## src/rtl/alu_cmd_issuer.sv

```systemverilog
// ALU command issuer: queues operation commands, drives a combinational ALU,
// captures its result after a programmable settling time and returns it with
// a sequence tag over a valid/ready response channel.
module alu_cmd_issuer #(
    parameter int unsigned WIDTH      = 4,
    parameter int unsigned OP_W       = 2,
    parameter int unsigned DEPTH      = 4,
    parameter int unsigned SETTLE_CYC = 1,
    parameter int unsigned TAG_W      = 4
) (
    input  logic                       clk,
    input  logic                       rst_n,
    input  logic                       cmd_valid,
    output logic                       cmd_ready,
    input  logic [WIDTH-1:0]           cmd_a,
    input  logic [WIDTH-1:0]           cmd_b,
    input  logic [OP_W-1:0]            cmd_op,
    input  logic                       cmd_chain,
    output logic [WIDTH-1:0]           alu_a,
    output logic [WIDTH-1:0]           alu_b,
    output logic [OP_W-1:0]            alu_op,
    input  logic [WIDTH-1:0]           alu_out,
    input  logic                       alu_c,
    output logic                       rsp_valid,
    input  logic                       rsp_ready,
    output logic [WIDTH-1:0]           rsp_out,
    output logic                       rsp_c,
    output logic [TAG_W-1:0]           rsp_tag,
    output logic                       busy,
    output logic [$clog2(DEPTH):0]     fifo_count
);

    localparam int unsigned AW = $clog2(DEPTH);
    localparam int unsigned CW = AW + 1;
    localparam int unsigned SW = $clog2(SETTLE_CYC + 1);

    typedef enum logic [1:0] {
        IDLE,
        SETTLE,
        RESP
    } state_e;

    // Command FIFO storage and pointers
    logic [WIDTH-1:0] fifo_a_q  [DEPTH];
    logic [WIDTH-1:0] fifo_b_q  [DEPTH];
    logic [OP_W-1:0]  fifo_op_q [DEPTH];
    logic             fifo_ch_q [DEPTH];
    logic [AW-1:0]    wr_ptr_q, wr_ptr_d;
    logic [AW-1:0]    rd_ptr_q, rd_ptr_d;
    logic [CW-1:0]    count_q, count_d;

    logic fifo_full;
    logic fifo_empty;
    logic push;
    logic pop;

    // FSM and datapath registers
    state_e           state_q, state_d;
    logic [SW-1:0]    cnt_q, cnt_d;
    logic [WIDTH-1:0] alu_a_q, alu_a_d;
    logic [WIDTH-1:0] alu_b_q, alu_b_d;
    logic [OP_W-1:0]  alu_op_q, alu_op_d;
    logic [WIDTH-1:0] acc_q, acc_d;
    logic [TAG_W-1:0] tag_q, tag_d;
    logic             rsp_valid_q, rsp_valid_d;
    logic [WIDTH-1:0] rsp_out_q, rsp_out_d;
    logic             rsp_c_q, rsp_c_d;
    logic [TAG_W-1:0] rsp_tag_q, rsp_tag_d;

    assign fifo_full  = (count_q == CW'(DEPTH));
    assign fifo_empty = (count_q == CW'(0));
    assign push       = cmd_valid && !fifo_full;

    // FIFO pointer and occupancy next-state
    always_comb begin
        wr_ptr_d = wr_ptr_q;
        rd_ptr_d = rd_ptr_q;
        count_d  = count_q;
        if (push) begin
            wr_ptr_d = wr_ptr_q + AW'(1);
        end
        if (pop) begin
            rd_ptr_d = rd_ptr_q + AW'(1);
        end
        case ({push, pop})
            2'b10:   count_d = count_q + CW'(1);
            2'b01:   count_d = count_q - CW'(1);
            default: count_d = count_q;
        endcase
    end

    // FIFO payload storage; contents are don't-care while empty
    always_ff @(posedge clk) begin
        if (push) begin
            fifo_a_q[wr_ptr_q]  <= cmd_a;
            fifo_b_q[wr_ptr_q]  <= cmd_b;
            fifo_op_q[wr_ptr_q] <= cmd_op;
            fifo_ch_q[wr_ptr_q] <= cmd_chain;
        end
    end

    // FSM next-state, pop decision, ALU drive and capture
    always_comb begin
        state_d     = state_q;
        cnt_d       = cnt_q;
        alu_a_d     = alu_a_q;
        alu_b_d     = alu_b_q;
        alu_op_d    = alu_op_q;
        acc_d       = acc_q;
        tag_d       = tag_q;
        rsp_valid_d = rsp_valid_q;
        rsp_out_d   = rsp_out_q;
        rsp_c_d     = rsp_c_q;
        rsp_tag_d   = rsp_tag_q;
        pop         = 1'b0;

        case (state_q)
            IDLE: begin
                if (!fifo_empty) begin
                    pop     = 1'b1;
                    state_d = SETTLE;
                end
            end
            SETTLE: begin
                if (cnt_q == SW'(1)) begin
                    rsp_out_d   = alu_out;
                    rsp_c_d     = alu_c;
                    acc_d       = alu_out;
                    rsp_tag_d   = tag_q;
                    tag_d       = tag_q + TAG_W'(1);
                    rsp_valid_d = 1'b1;
                    state_d     = RESP;
                end else begin
                    cnt_d = cnt_q - SW'(1);
                end
            end
            RESP: begin
                if (rsp_ready) begin
                    rsp_valid_d = 1'b0;
                    if (!fifo_empty) begin
                        pop     = 1'b1;
                        state_d = SETTLE;
                    end else begin
                        state_d = IDLE;
                    end
                end
            end
            default: state_d = IDLE;
        endcase

        // Issue the FIFO head to the ALU; chained commands take the accumulator as a
        if (pop) begin
            alu_a_d  = fifo_ch_q[rd_ptr_q] ? acc_q : fifo_a_q[rd_ptr_q];
            alu_b_d  = fifo_b_q[rd_ptr_q];
            alu_op_d = fifo_op_q[rd_ptr_q];
            cnt_d    = SW'(SETTLE_CYC);
        end
    end

    // State, pointer and output registers
    always_ff @(posedge clk or negedge rst_n) begin
        if (!rst_n) begin
            state_q     <= IDLE;
            wr_ptr_q    <= '0;
            rd_ptr_q    <= '0;
            count_q     <= '0;
            cnt_q       <= '0;
            alu_a_q     <= '0;
            alu_b_q     <= '0;
            alu_op_q    <= '0;
            acc_q       <= '0;
            tag_q       <= '0;
            rsp_valid_q <= 1'b0;
            rsp_out_q   <= '0;
            rsp_c_q     <= 1'b0;
            rsp_tag_q   <= '0;
        end else begin
            state_q     <= state_d;
            wr_ptr_q    <= wr_ptr_d;
            rd_ptr_q    <= rd_ptr_d;
            count_q     <= count_d;
            cnt_q       <= cnt_d;
            alu_a_q     <= alu_a_d;
            alu_b_q     <= alu_b_d;
            alu_op_q    <= alu_op_d;
            acc_q       <= acc_d;
            tag_q       <= tag_d;
            rsp_valid_q <= rsp_valid_d;
            rsp_out_q   <= rsp_out_d;
            rsp_c_q     <= rsp_c_d;
            rsp_tag_q   <= rsp_tag_d;
        end
    end

    assign cmd_ready  = !fifo_full;
    assign alu_a      = alu_a_q;
    assign alu_b      = alu_b_q;
    assign alu_op     = alu_op_q;
    assign rsp_valid  = rsp_valid_q;
    assign rsp_out    = rsp_out_q;
    assign rsp_c      = rsp_c_q;
    assign rsp_tag    = rsp_tag_q;
    assign fifo_count = count_q;
    assign busy       = (state_q != IDLE) || (count_q != CW'(0));

endmodule

```

## config.mk

```make
export PLATFORM = sky130hd
export DESIGN_NAME = alu_cmd_issuer
export DESIGN_NICKNAME = d
export VERILOG_FILES = /design/src/rtl/alu_cmd_issuer.sv
export SDC_FILE = /design/constraint.sdc
export NUM_CORES = 1
export LEC_CHECK = 0
export CORE_AREA = 2 2 98 100
export DETAILED_ROUTE_END_ITERATION = 8
export DIE_AREA = 0 0 100 102
export SLEW_MARGIN = 40
export SYNTH_ARGS = -nofsm -noshare
export SYNTH_HDL_FRONTEND = slang
export SYNTH_SLANG_ARGS = --single-unit
```

## constraint.sdc

```tcl
create_clock -name clk -period 2.5 [get_ports clk]
set_input_delay 0.5 -clock clk [delete_from_list [all_inputs] [get_ports clk]]
set_output_delay 0.5 -clock clk [all_outputs]
set_load 0.02 [all_outputs]
```

==> impl_results.md, run 1 <==
- Status: complete, no violations
- Area growth from synthesis to layout: 24.4%
- Post-CTS setup buffer count: 0
- # nets final: 252
- Required time of the critical path: 2000 ps
- Mapped Cells: roughly 170
- Core area: 9110 um2
- Synthesized Nets: 195
- Period utilisation layout: 0.913
- Setup TNS: 0 ps
- Reg clk slew, reported paths: 70 ps
- DRC Markers: 0
- Global-route wire length before repair: 8.41 mm
- Vias/cell: 4.64
- Post-CTS Resized: 0
- IO Port Bufs: 44
- Initial antenna violation count: 0
- Sink Count: 78
- DIE WIDTH: 100 um
- Slew HR: 0.600
- Pre-Repair DR Iteration Count: 4
- Flops & latches, synth: 78
- Crit path capture type: output pin
- Post-synthesis cell type count: 31
- GRT Total Usage: 0.115
- Final-report hold violation count: 0
- H-Tree Depth: 3
- DRT iter0 DRCs: 55
- Vert. Die Dim: ~100 um
- Gpl congestion: 0.707
- Most frequent cells in the layout: edfxtp_1, clkdlybuf4s50_1, dfrtp_1
- Hold buffer count at cts: 0
- # setup viols final: 0
- CTS Buf Count: 9
- Critical Path Source: fifo_count[1]
- Worst min path class: reg2reg
- Total grt overflow: 0
- Max Clock Freq: 0.438 GHz
- Worst skew pair latency: 340 ps
- Row cnt: 35
- # Max-Cap Violations: 0
- Critical R2R Launch: fifo_count[1]
- CTS tree: built
- Arr. time, crit path: roughly 1800 ps
- Post-route minimum period: 2280 ps
- Average instance area after synthesis: 18.6 um2
- Clk_skew: roughly 5.2 ps
- Crit-path max FO: 6
- Fin cells: 341
- Ant. Diodes: 0
- Share of cells above drive strength 1: 0.209
- DR WL/cell: 15.1 um
- Cell Area, Synth: approximately 3100 um2
- Final Max Tran Viols: 0
- YS warnings: 0
- Tot Pwr: 4.86 mW
- Pleak: approximately 1.5 nW
- DRT Wirelength: 5.16 mm
- Post-DP HPWL: 3.49 mm
- CP Class: reg2out
- Final ANT Viol Nets: 0
- Seq/Total Area, Yosys: 0.696
- RSZ-0062 raised after global routing: no
- Placed cells: ~330
- Worst Setup Start Kind: register
- Worst hold slack: about 470 ps
- I/O Pins: 45
- CTS max path bufs: 2
- Starting density of the core: 0.343
- Maximum number of pins on one net before global-route repair: 35
- Least-Margin Pin Slew: 600 ps
- Pwr dens: 1250 nW/um2
- VDD IR max: 0.447 mV
- Root Driver: clkbuf_8
- Vias in the first global route: 1654
- Hold Path Origin: tag_q[3]
- Full die area: approximately 10000 um2
- Vias post-DR: 1582
registers in the layout, summed over array words and instances (netlist names):
register and count:
rd_ptr_q 2, state_q 2, alu_b 4, alu_a 4, wr_ptr_q 2, fifo_ch_q 4, fifo_a_q 16, tag_q 4
alu_op 2, rsp_valid 1, fifo_count 3, rsp_out 4, rsp_tag 4, rsp_c 1, fifo_op_q 8, cnt_q 1
fifo_b_q 16
metrics by stage:
step / area [um2] / setup slack [ps] / utilization
final: 3890 / 217 / 0.427
after global placement: 3730 / 167 / 0.409
after global routing: 3890 / 126 / 0.427
after CTS: 3880 / 94.4 / 0.426
after detailed placement: 3730 / 146 / 0.409
after floorplan: 3120 / 173 / -
power by group:
group | switching [mW] | leakage [nW] | internal [mW]
Sequential | 0.291 | 0.799 | 1.81
Combinational | 0.880 | 0.627 | 1.11
Clock | 0.411 | 0.0788 | 0.356
Total | 1.58 | 1.50 | 3.28
layout make-up:
cell class	instances	area (um2)
timing repair buffer	51	493
clock buffer	13	139
inverter	9	33.8
fill	821	5220
multi-input combinational	76	896
tap	111	139
clock inverter	3	13.8
sequential	78	2170
synth_stat cells:
| library cell | instances | share of area |
|---|---|---|
| inv_1 | 9 | 0.011 |
| and2_1 | 1 | 0.0020 |
| nand3_1 | 1 | 0.0016 |
| nor3_1 | 2 | 0.0032 |
| mux4_2 | 3 | 0.022 |
| buf_1 | 1 | 0.0012 |
| and3_1 | 4 | 0.0080 |
| dfrtp_1 | 34 | 0.27 |
| nor2_1 | 3 | 0.0036 |
| a21oi_1 | 2 | 0.0032 |
| mux2i_1 | 1 | 0.0032 |
| mux2_4 | 2 | 0.0096 |
| nand2_1 | 2 | 0.0024 |
| or3_1 | 1 | 0.0020 |
| ha_1 | 6 | 0.024 |
| nand4_1 | 1 | 0.0020 |
| mux4_1 | 8 | 0.067 |
| fa_1 | 1 | 0.0064 |
| a21o_1 | 2 | 0.0048 |
| and3b_1 | 1 | 0.0028 |
| nor4b_1 | 1 | 0.0028 |
| nor2b_1 | 1 | 0.0020 |
| xor2_1 | 5 | 0.014 |
| or3b_1 | 1 | 0.0028 |
| buf_2 | 1 | 0.0016 |
| xnor2_1 | 4 | 0.011 |
| buf_6 | 1 | 0.0036 |
| mux2_2 | 23 | 0.083 |
| edfxtp_1 | 44 | 0.42 |
| buf_4 | 1 | 0.0024 |
| clkbuf_1 | 1 | 0.0012 |
layer usage:
metal | part of all wire | wire length, um | track usage
met2 | 0.47 | 2430 | 0.182
met1 | 0.45 | 2300 | 0.141
met4 | 0.027 | 140 | 0.0695
met3 | 0.056 | 290 | 0.0308
met5 | 0 | 0 | 0
cell families after synthesis:
group / count (synthesis) / share of synthesized area
AO/OA/AOI/OAI: 4 / 0.00801
multiplexers: 37 / 0.185
XOR/XNOR: 9 / 0.0252
AND/OR/NAND/NOR: 19 / 0.0353
adder cells (fa/ha/maj): 7 / 0.0304
buffers and inverters: 14 / 0.0208
flip-flops: 78 / 0.696
path summary, 6_finish.rpt:
kind | to | slack (ps) | cells after the start
min in group asynchronous | rsp_c | 580 | 2
worst max-delay path | cmd_ready | 220 | 2
max in group asynchronous | wr_ptr_q[0] | 1600 | 2
worst min-delay path | tag_q[3] | 470 | 1
worst min register to register | tag_q[3] | 470 | 1
worst max register to register | fifo_count[2] | 250 | 9
critical path, stage by stage, from the launching register on:
cell             delay (ps)
dfrtp_1                 420
or3b_1                  450
clkdlybuf4s50_1         570
Power figures use the tool's default switching activity.
==> inputs of run 2 (changes only) <==
Settings changed: CAP_MARGIN set to 20.
==> results of run 2 <==
Same layout as run 1: the final DEF is identical, and so are final timing and power.
